==> src/rtl/deinterleaver.sv <==
// Block deinterleaver for the receive chain. A whole block of Ncbps coded bits
// is buffered in arrival (interleaved) order, then read back in deinterleaved
// order. Only one block is in flight at a time: fill, drain, then idle again.
module deinterleaver #(
  parameter int MAX_NCBPS = 1152
) (
  input  logic       clk,
  input  logic       reset,
  input  logic [1:0] rate_id,
  input  logic [2:0] subchan_ct,
  input  logic       in_bit,
  input  logic       in_valid,
  output logic       in_ready,
  output logic       out_bit,
  output logic       out_valid,
  input  logic       out_ready,
  output logic       out_last,
  output logic       cfg_err
);

  localparam int AW = $clog2(MAX_NCBPS + 1);

  typedef enum logic [1:0] {IDLE, FILL, DRAIN} stateType;

  stateType      r_state;
  stateType      w_stateNext;

  logic          r_buf [0:MAX_NCBPS-1];
  logic [AW-1:0] r_wrCnt;
  logic [AW-1:0] r_n;
  logic [AW-1:0] r_nDiv12;
  logic [1:0]    r_s;
  logic [AW-1:0] r_k;
  logic [3:0]    r_colCnt;
  logic [AW-1:0] r_rowCnt;
  logic [AW-1:0] r_rowBase;
  logic [1:0]    r_rowMod3;
  logic          r_outBit;
  logic          r_outValid;
  logic          r_outLast;
  logic          r_cfgErr;

  logic          w_cfgValid;
  logic [AW-1:0] w_unit;
  logic [AW-1:0] w_nDiv12Lookup;
  logic [AW-1:0] w_nLookup;
  logic [1:0]    w_sLookup;
  logic          w_inFire;
  logic          w_outFire;
  logic          w_fillDone;
  logic [AW-1:0] w_wrAddr;
  logic [AW-1:0] w_m;
  logic [AW-1:0] w_j;
  logic [1:0]    w_cMod3;
  logic [2:0]    w_dRaw;
  logic [1:0]    w_d;

  assign w_inFire   = in_valid & in_ready;
  assign w_outFire  = r_outValid & out_ready;
  assign w_fillDone = (r_wrCnt == r_n - AW'(1));
  assign w_wrAddr   = (r_state == IDLE) ? '0 : r_wrCnt;

  assign out_bit    = r_outBit;
  assign out_valid  = r_outValid;
  assign out_last   = r_outLast;
  assign cfg_err    = r_cfgErr;

  // Block-size lookup: N/12 is 1/2/4/6 scaled by the subchannel count, N = 12*(N/12).
  always_comb begin
    w_cfgValid = (subchan_ct <= 3'd4);
    w_unit     = AW'(1);
    w_sLookup  = 2'd1;
    case (rate_id)
      2'd0:    begin w_unit = AW'(1); w_sLookup = 2'd1; end
      2'd1:    begin w_unit = AW'(2); w_sLookup = 2'd1; end
      2'd2:    begin w_unit = AW'(4); w_sLookup = 2'd2; end
      default: begin w_unit = AW'(6); w_sLookup = 2'd3; end
    endcase
    w_nDiv12Lookup = w_cfgValid ? (w_unit << (3'd4 - subchan_ct)) : w_unit;
    w_nLookup      = (w_nDiv12Lookup << 3) + (w_nDiv12Lookup << 2);
  end

  // Next-state and input-ready decode; ready is also held low while cfg_err is
  // still high from an invalid code, so the two never disagree for a cycle.
  always_comb begin
    w_stateNext = r_state;
    in_ready    = 1'b0;
    case (r_state)
      IDLE: begin
        in_ready = w_cfgValid && !r_cfgErr;
        if (in_valid && in_ready) w_stateNext = FILL;
      end
      FILL: begin
        in_ready = 1'b1;
        if (in_valid && w_fillDone) w_stateNext = DRAIN;
      end
      DRAIN: begin
        if (r_outValid && out_ready && r_outLast) w_stateNext = IDLE;
      end
      default: w_stateNext = IDLE;
    endcase
  end

  // State register.
  always_ff @(posedge clk) begin
    if (reset) r_state <= IDLE;
    else       r_state <= w_stateNext;
  end

  // Read address for the next output bit. With m = (N/12)*col + row, the term
  // floor(12m/N) is just col, and N is a multiple of s, so the permutation
  // reduces to a within-group rotation by (m - col) mod s. For 64-QAM N/12 is a
  // multiple of 3, so m mod 3 equals row mod 3, which is tracked as a counter.
  always_comb begin
    w_m = r_rowBase + r_rowCnt;
    case (r_colCnt)
      4'd0, 4'd3, 4'd6, 4'd9:  w_cMod3 = 2'd0;
      4'd1, 4'd4, 4'd7, 4'd10: w_cMod3 = 2'd1;
      default:                 w_cMod3 = 2'd2;
    endcase
    w_dRaw = {1'b0, r_rowMod3} + 3'd3 - {1'b0, w_cMod3};
    w_d    = (w_dRaw >= 3'd3) ? 2'(w_dRaw - 3'd3) : w_dRaw[1:0];
    case (r_s)
      2'd2:    w_j = {w_m[AW-1:1], w_m[0] ^ r_colCnt[0]};
      2'd3:    w_j = w_m - AW'(r_rowMod3) + AW'(w_d);
      default: w_j = w_m;
    endcase
  end

  // Bit buffer, written in arrival order; its contents need no reset.
  always_ff @(posedge clk) begin
    if (w_inFire) r_buf[w_wrAddr] <= in_bit;
  end

  // Fill counter, block parameters, output registers and read-order counters.
  // The counters always describe the bit that will be presented after the
  // current one, so the first bit (always buffer index 0) appears one cycle
  // after the last input handshake.
  always_ff @(posedge clk) begin
    if (reset) begin
      r_wrCnt    <= '0;
      r_n        <= '0;
      r_nDiv12   <= '0;
      r_s        <= 2'd1;
      r_k        <= '0;
      r_colCnt   <= 4'd0;
      r_rowCnt   <= '0;
      r_rowBase  <= '0;
      r_rowMod3  <= 2'd0;
      r_outBit   <= 1'b0;
      r_outValid <= 1'b0;
      r_outLast  <= 1'b0;
      r_cfgErr   <= 1'b0;
    end else begin
      r_cfgErr <= (w_stateNext == IDLE) && !w_cfgValid;
      case (r_state)
        IDLE: begin
          if (w_inFire) begin
            r_n      <= w_nLookup;
            r_nDiv12 <= w_nDiv12Lookup;
            r_s      <= w_sLookup;
            r_wrCnt  <= AW'(1);
          end
        end
        FILL: begin
          if (w_inFire) begin
            r_wrCnt <= r_wrCnt + AW'(1);
            if (w_fillDone) begin
              r_outValid <= 1'b1;
              r_outBit   <= r_buf[0];
              r_outLast  <= 1'b0;
              r_k        <= '0;
              r_colCnt   <= 4'd1;
              r_rowCnt   <= '0;
              r_rowBase  <= r_nDiv12;
              r_rowMod3  <= 2'd0;
            end
          end
        end
        DRAIN: begin
          if (w_outFire) begin
            if (r_outLast) begin
              r_outValid <= 1'b0;
              r_outLast  <= 1'b0;
              r_outBit   <= 1'b0;
              r_k        <= '0;
              r_wrCnt    <= '0;
            end else begin
              r_outBit  <= r_buf[w_j];
              r_k       <= r_k + AW'(1);
              r_outLast <= ((r_k + AW'(1)) == (r_n - AW'(1)));
              if (r_colCnt == 4'd11) begin
                r_colCnt  <= 4'd0;
                r_rowBase <= '0;
                r_rowCnt  <= r_rowCnt + AW'(1);
                r_rowMod3 <= (r_rowMod3 == 2'd2) ? 2'd0 : r_rowMod3 + 2'd1;
              end else begin
                r_colCnt  <= r_colCnt + 4'd1;
                r_rowBase <= r_rowBase + r_nDiv12;
              end
            end
          end
        end
        default: ;
      endcase
    end
  end

endmodule

==> config.mk <==
export PLATFORM = sky130hd
export DESIGN_NAME = deinterleaver
export DESIGN_NICKNAME = d
export VERILOG_FILES = /design/src/rtl/deinterleaver.sv
export SDC_FILE = /design/constraint.sdc
export NUM_CORES = 2
export LEC_CHECK = 0
export BUFFER_PORTS_ARGS = -buffer_cell sky130_fd_sc_hd__buf_2
export CAP_MARGIN = 20
export CORE_MARGIN = 8
export CORE_UTILIZATION = 48
export CTS_BUF_LIST = sky130_fd_sc_hd__clkbuf_8 sky130_fd_sc_hd__clkbuf_16
export CTS_CLUSTER_DIAMETER = 30
export DETAILED_ROUTE_END_ITERATION = 8
export PLACE_DENSITY_LB_ADDON = 0.2
export REMOVE_ABC_BUFFERS = 1
export SETUP_SLACK_MARGIN = 0.3
export SLEW_MARGIN = 20
export SYNTH_ARGS = -nofsm -noshare
export SYNTH_HDL_FRONTEND = slang
export SYNTH_SLANG_ARGS = --single-unit
export TNS_END_PERCENT = 30
==> constraint.sdc <==
create_clock -name clk -period 6.86 [get_ports clk]
set_input_delay 0.343 -clock clk [delete_from_list [all_inputs] [get_ports clk]]
set_output_delay 0.343 -clock clk [all_outputs]
set_load 0.1 [all_outputs]
==> flow_metrics.env <==
export IMPL_cts_tree="built"
export IMPL_die_y_um=359.4
export IMPL_cp_common_cell="ha_1"
export IMPL_ys_seq_area_share_pct=63.89
export IMPL_grt_start_max_net_pins=295
export IMPL_ys_warn_count=0
export IMPL_switching_share_pct=24.42
export IMPL_clk_latency_ns=0.88
export IMPL_dpl_cell_area_um2=58380
export IMPL_setup_slack_ns=0.5679
export IMPL_total_power_uw=23100
export IMPL_max_freq_mhz=158.9
export IMPL_core_area_um2=117500
export IMPL_clockBufferDepth=4
export IMPL_syn_area_per_cell_um2=12.19
export IMPL_yosysTopAreaCellShare_pct=61.13
export IMPL_synth_top_cell_by_area="edfxtp_1"
export IMPL_grt_overflow_total=0
export IMPL_place_ws_ns=0.2317
export IMPL_grt_usage_pct=26.24
export IMPL_synth_area_leaders="edfxtp_1 (61%), nor2_1 (8.5%), mux4_2 (7.2%)"
export IMPL_power_density_nw_per_um2=342.2
export IMPL_tightest_slew_ns=1.316
export IMPL_drt_initial_drc_count=5356
export IMPL_cts_sinks=1230
export IMPL_synthCells=4644
export IMPL_min_path_type="in -> reg"
export IMPL_critPathCaptureType="flip-flop"
export IMPL_crit_path_max_incr_delay_ns=0.66
export IMPL_grt_pass1_wl_mm=253.7
export IMPL_synth_ff_type="edfxtp_1"
export IMPL_mostFrequentLayoutCells="nor2_1 (1275), edfxtp_1 (1152), nand2_1 (404)"
export IMPL_nFillCells=9376
export IMPL_path_class="reg -> reg"
export IMPL_skew_ns=0.04806
export IMPL_maxSlewViolCount=0
export IMPL_holdWs_ns=0.08121
export IMPL_vias=39520
export IMPL_numCtsBuffers=277
export IMPL_cts_root_buf="clkbuf_16"
export IMPL_cp_data_required_time_ns=7.57
export IMPL_critical_path_slowest_cell="a22o_2"
export IMPL_finalHoldViolCount=0
export IMPL_p_seq_share_pct=35.8
export IMPL_critPathArrivalTime_ns=7.01
export IMPL_p_clk_share_pct=53.9
export IMPL_layout_nets=4794
export IMPL_drtPass1Iterations=5
export IMPL_async_flop_share_pct=0
export IMPL_switchingPower_uw=5642
export IMPL_cp_cell_sequence="ha_1 -> fa_1 -> ha_1 -> or3_1 -> a21o_1 -> ha_1 -> inv_1 -> ha_1 -> inv_1 -> fa_1 -> nor2b_1 -> o221ai_1 -> mux2i_1 -> a22o_2 -> nand2_1 -> a2111oi_0 -> o31ai_1 -> a21oi_1 -> nor4_1 -> a211oi_1 -> o41ai_2"
export IMPL_routed_wl_mm=174.6
export IMPL_avgViaCountPerCell=6.120
export IMPL_areaGrowthSynthToFinish_pct=19.32
export IMPL_max_cap_violations=0
export IMPL_clkTransAtPathRegs_ns=0.04
export IMPL_period_share_pct=91.72
export IMPL_setup_viol=0
export IMPL_startpoint_type="flip-flop"
export IMPL_slew_headroom_pct=12.25
export IMPL_initial_core_util_pct=48.18
export IMPL_status="finished, final reports clean"
export IMPL_final_common_cell="nor2_1"
export IMPL_peakVddDrop_v=0.0002372
export IMPL_multiInputGateArea_um2=18650
export IMPL_internal_power_uw=17460
export IMPL_grt_pass1_vias=38510
export IMPL_netlist_area_um2=56590
export IMPL_drive_above_1_share_pct=17.89
export IMPL_synth_seq_cells=1230
export IMPL_synth_edf_count=1152
export IMPL_drc=0
export IMPL_antenna_left=0
export IMPL_wl_per_cell_um=27.04
export IMPL_htreeDepth=5
export IMPL_p_leak_uw=0.02161
export IMPL_routabilityCongestion=0.8512
export IMPL_fp_dieArea_um2=129100
export IMPL_seqCellArea_um2=36150
export IMPL_synth_cell_type_count=92
export IMPL_rsz0062_at_grt="false"
export IMPL_fp_dieW_um=359.4
export IMPL_io_pins=15
export IMPL_antenna_found_initial=6
export IMPL_period_minus_slack_ns=6.292
export IMPL_crit_path_max_fanout=20
export IMPL_final_util_pct=57.49
export IMPL_dp_hpwl_mm=94.91
export IMPL_rows=126
export IMPL_io_buffers=14
export IMPL_comb_power_share_pct=10.3
export IMPL_design_area_um2=67520
[stage by stage]
stage	instances	TNS [ns]
after CTS	6439	0
after global routing	6456	0
after global placement	5954	0
final	6458	0
after detailed placement	5956	0
after floorplan	4256	-3.403
[worst max-delay path: cells and delay by family (launching register included)]
kind | cells | cell delay (ns)
multiplexers | 1 | 0.21
flip-flops | 1 | 0.34
AO/OA/AOI/OAI | 8 | 2.51
buffers and inverters | 2 | 0.13
AND/OR/NAND/NOR | 4 | 1.21
adder cells (fa/ha/maj) | 6 | 1.72
[cell type report]
cell class	count	share of cell area [%]
antenna	2	0.007412
tap	1536	2.846
timing repair buffer	188	2.579
sequential	1230	53.55
clock buffer	284	10.49
inverter	60	0.3335
clock inverter	192	2.568
multi-input combinational	2966	27.63
[layer usage]
layer,vias to the layer above,routed length [µm],track usage (%)
met5,-,39,0
met4,6,8179,12.38
met3,486,17630,5.764
met2,2086,80500,41.15
met1,19940,68250,34.87
li1,17000,-,-
[final timing paths]
kind	start	endpoint	slack, ns	cells past startpoint
min reg2reg	r_nDiv12[6]	r_nDiv12[6]	0.48	2
min	subchan_ct[0]	r_nDiv12[9]	0.08	5
max reg2reg	r_rowMod3[0]	out_bit	0.57	21
max	r_rowMod3[0]	out_bit	0.57	21
[kinds of logic after synthesis]
group / share of synthesized area, %
AOI/OAI and AO/OA: 5.946
xor gates and xnor gates: 1.163
adders and majority gates: 1.428
buffers and inverters: 3.595
DFF: 63.89
muxes: 9.121
and+or+nand+nor: 14.86
[power groups by stage]
stage	clock network [µW]	logic (µW)	registers [µW]
CTS	12600	2320	8270
floorplan	0	1440	8400
global route	12900	2520	8260
global placement	0	2280	8400
detailed placement	0	2290	8400
finish	12500	2380	8270
[sequential cells by signal, summed over array words and instances, names as in the netlist]
signal     count
out_valid      1
w_cMod3        2
r_rowMod3      2
r_wrCnt       11
r_rowBase     11
r_n            8
out_last       1
r_buf       1152
cfg_err        1
r_nDiv12      10
r_s            2
r_colCnt       4
r_k           11
r_rowCnt      11
out_bit        1
r_state        2
[synthesized netlist by cell type (7+ instances only)]
library cell  instances
a221oi_1             18
buf_1                11
a21o_1               16
nand2_1             453
o21ai_0              80
nor4_1               18
nand3_1             106
xor2_1               30
nor3_1               54
nand4_1              14
nor2b_1              14
nor2_1             1279
a311oi_1             25
clkbuf_1            279
nand2b_1             12
a22oi_1              25
xnor2_1              40
o221ai_1             13
mux2i_1              66
dfxtp_1              78
inv_1                60
o21ai_1               7
edfxtp_1           1152
o22ai_1              22
and3_1               43
o211ai_1             10
ha_1                 55
mux4_1               11
or3_1                15
buf_4                31
buf_6                12
a211oi_1             34
buf_2                48
a21oi_1             148
or4_1                 9
nor3b_1               9
o21a_1               17
mux2_2               10
a31oi_1              27
mux4_2              182
a21boi_0              7
[what timing repair did]
item / in CTS / in global routing
setup endpoints to repair: 1 / 1
hold endpoints to repair: 66 / 0
resized for setup: 0 / 2
buffers inserted: 2 / 15
hold buffers: 5 / 0
pin swaps: 1 / 2
Note: power is estimated with default switching activity, not from simulation.
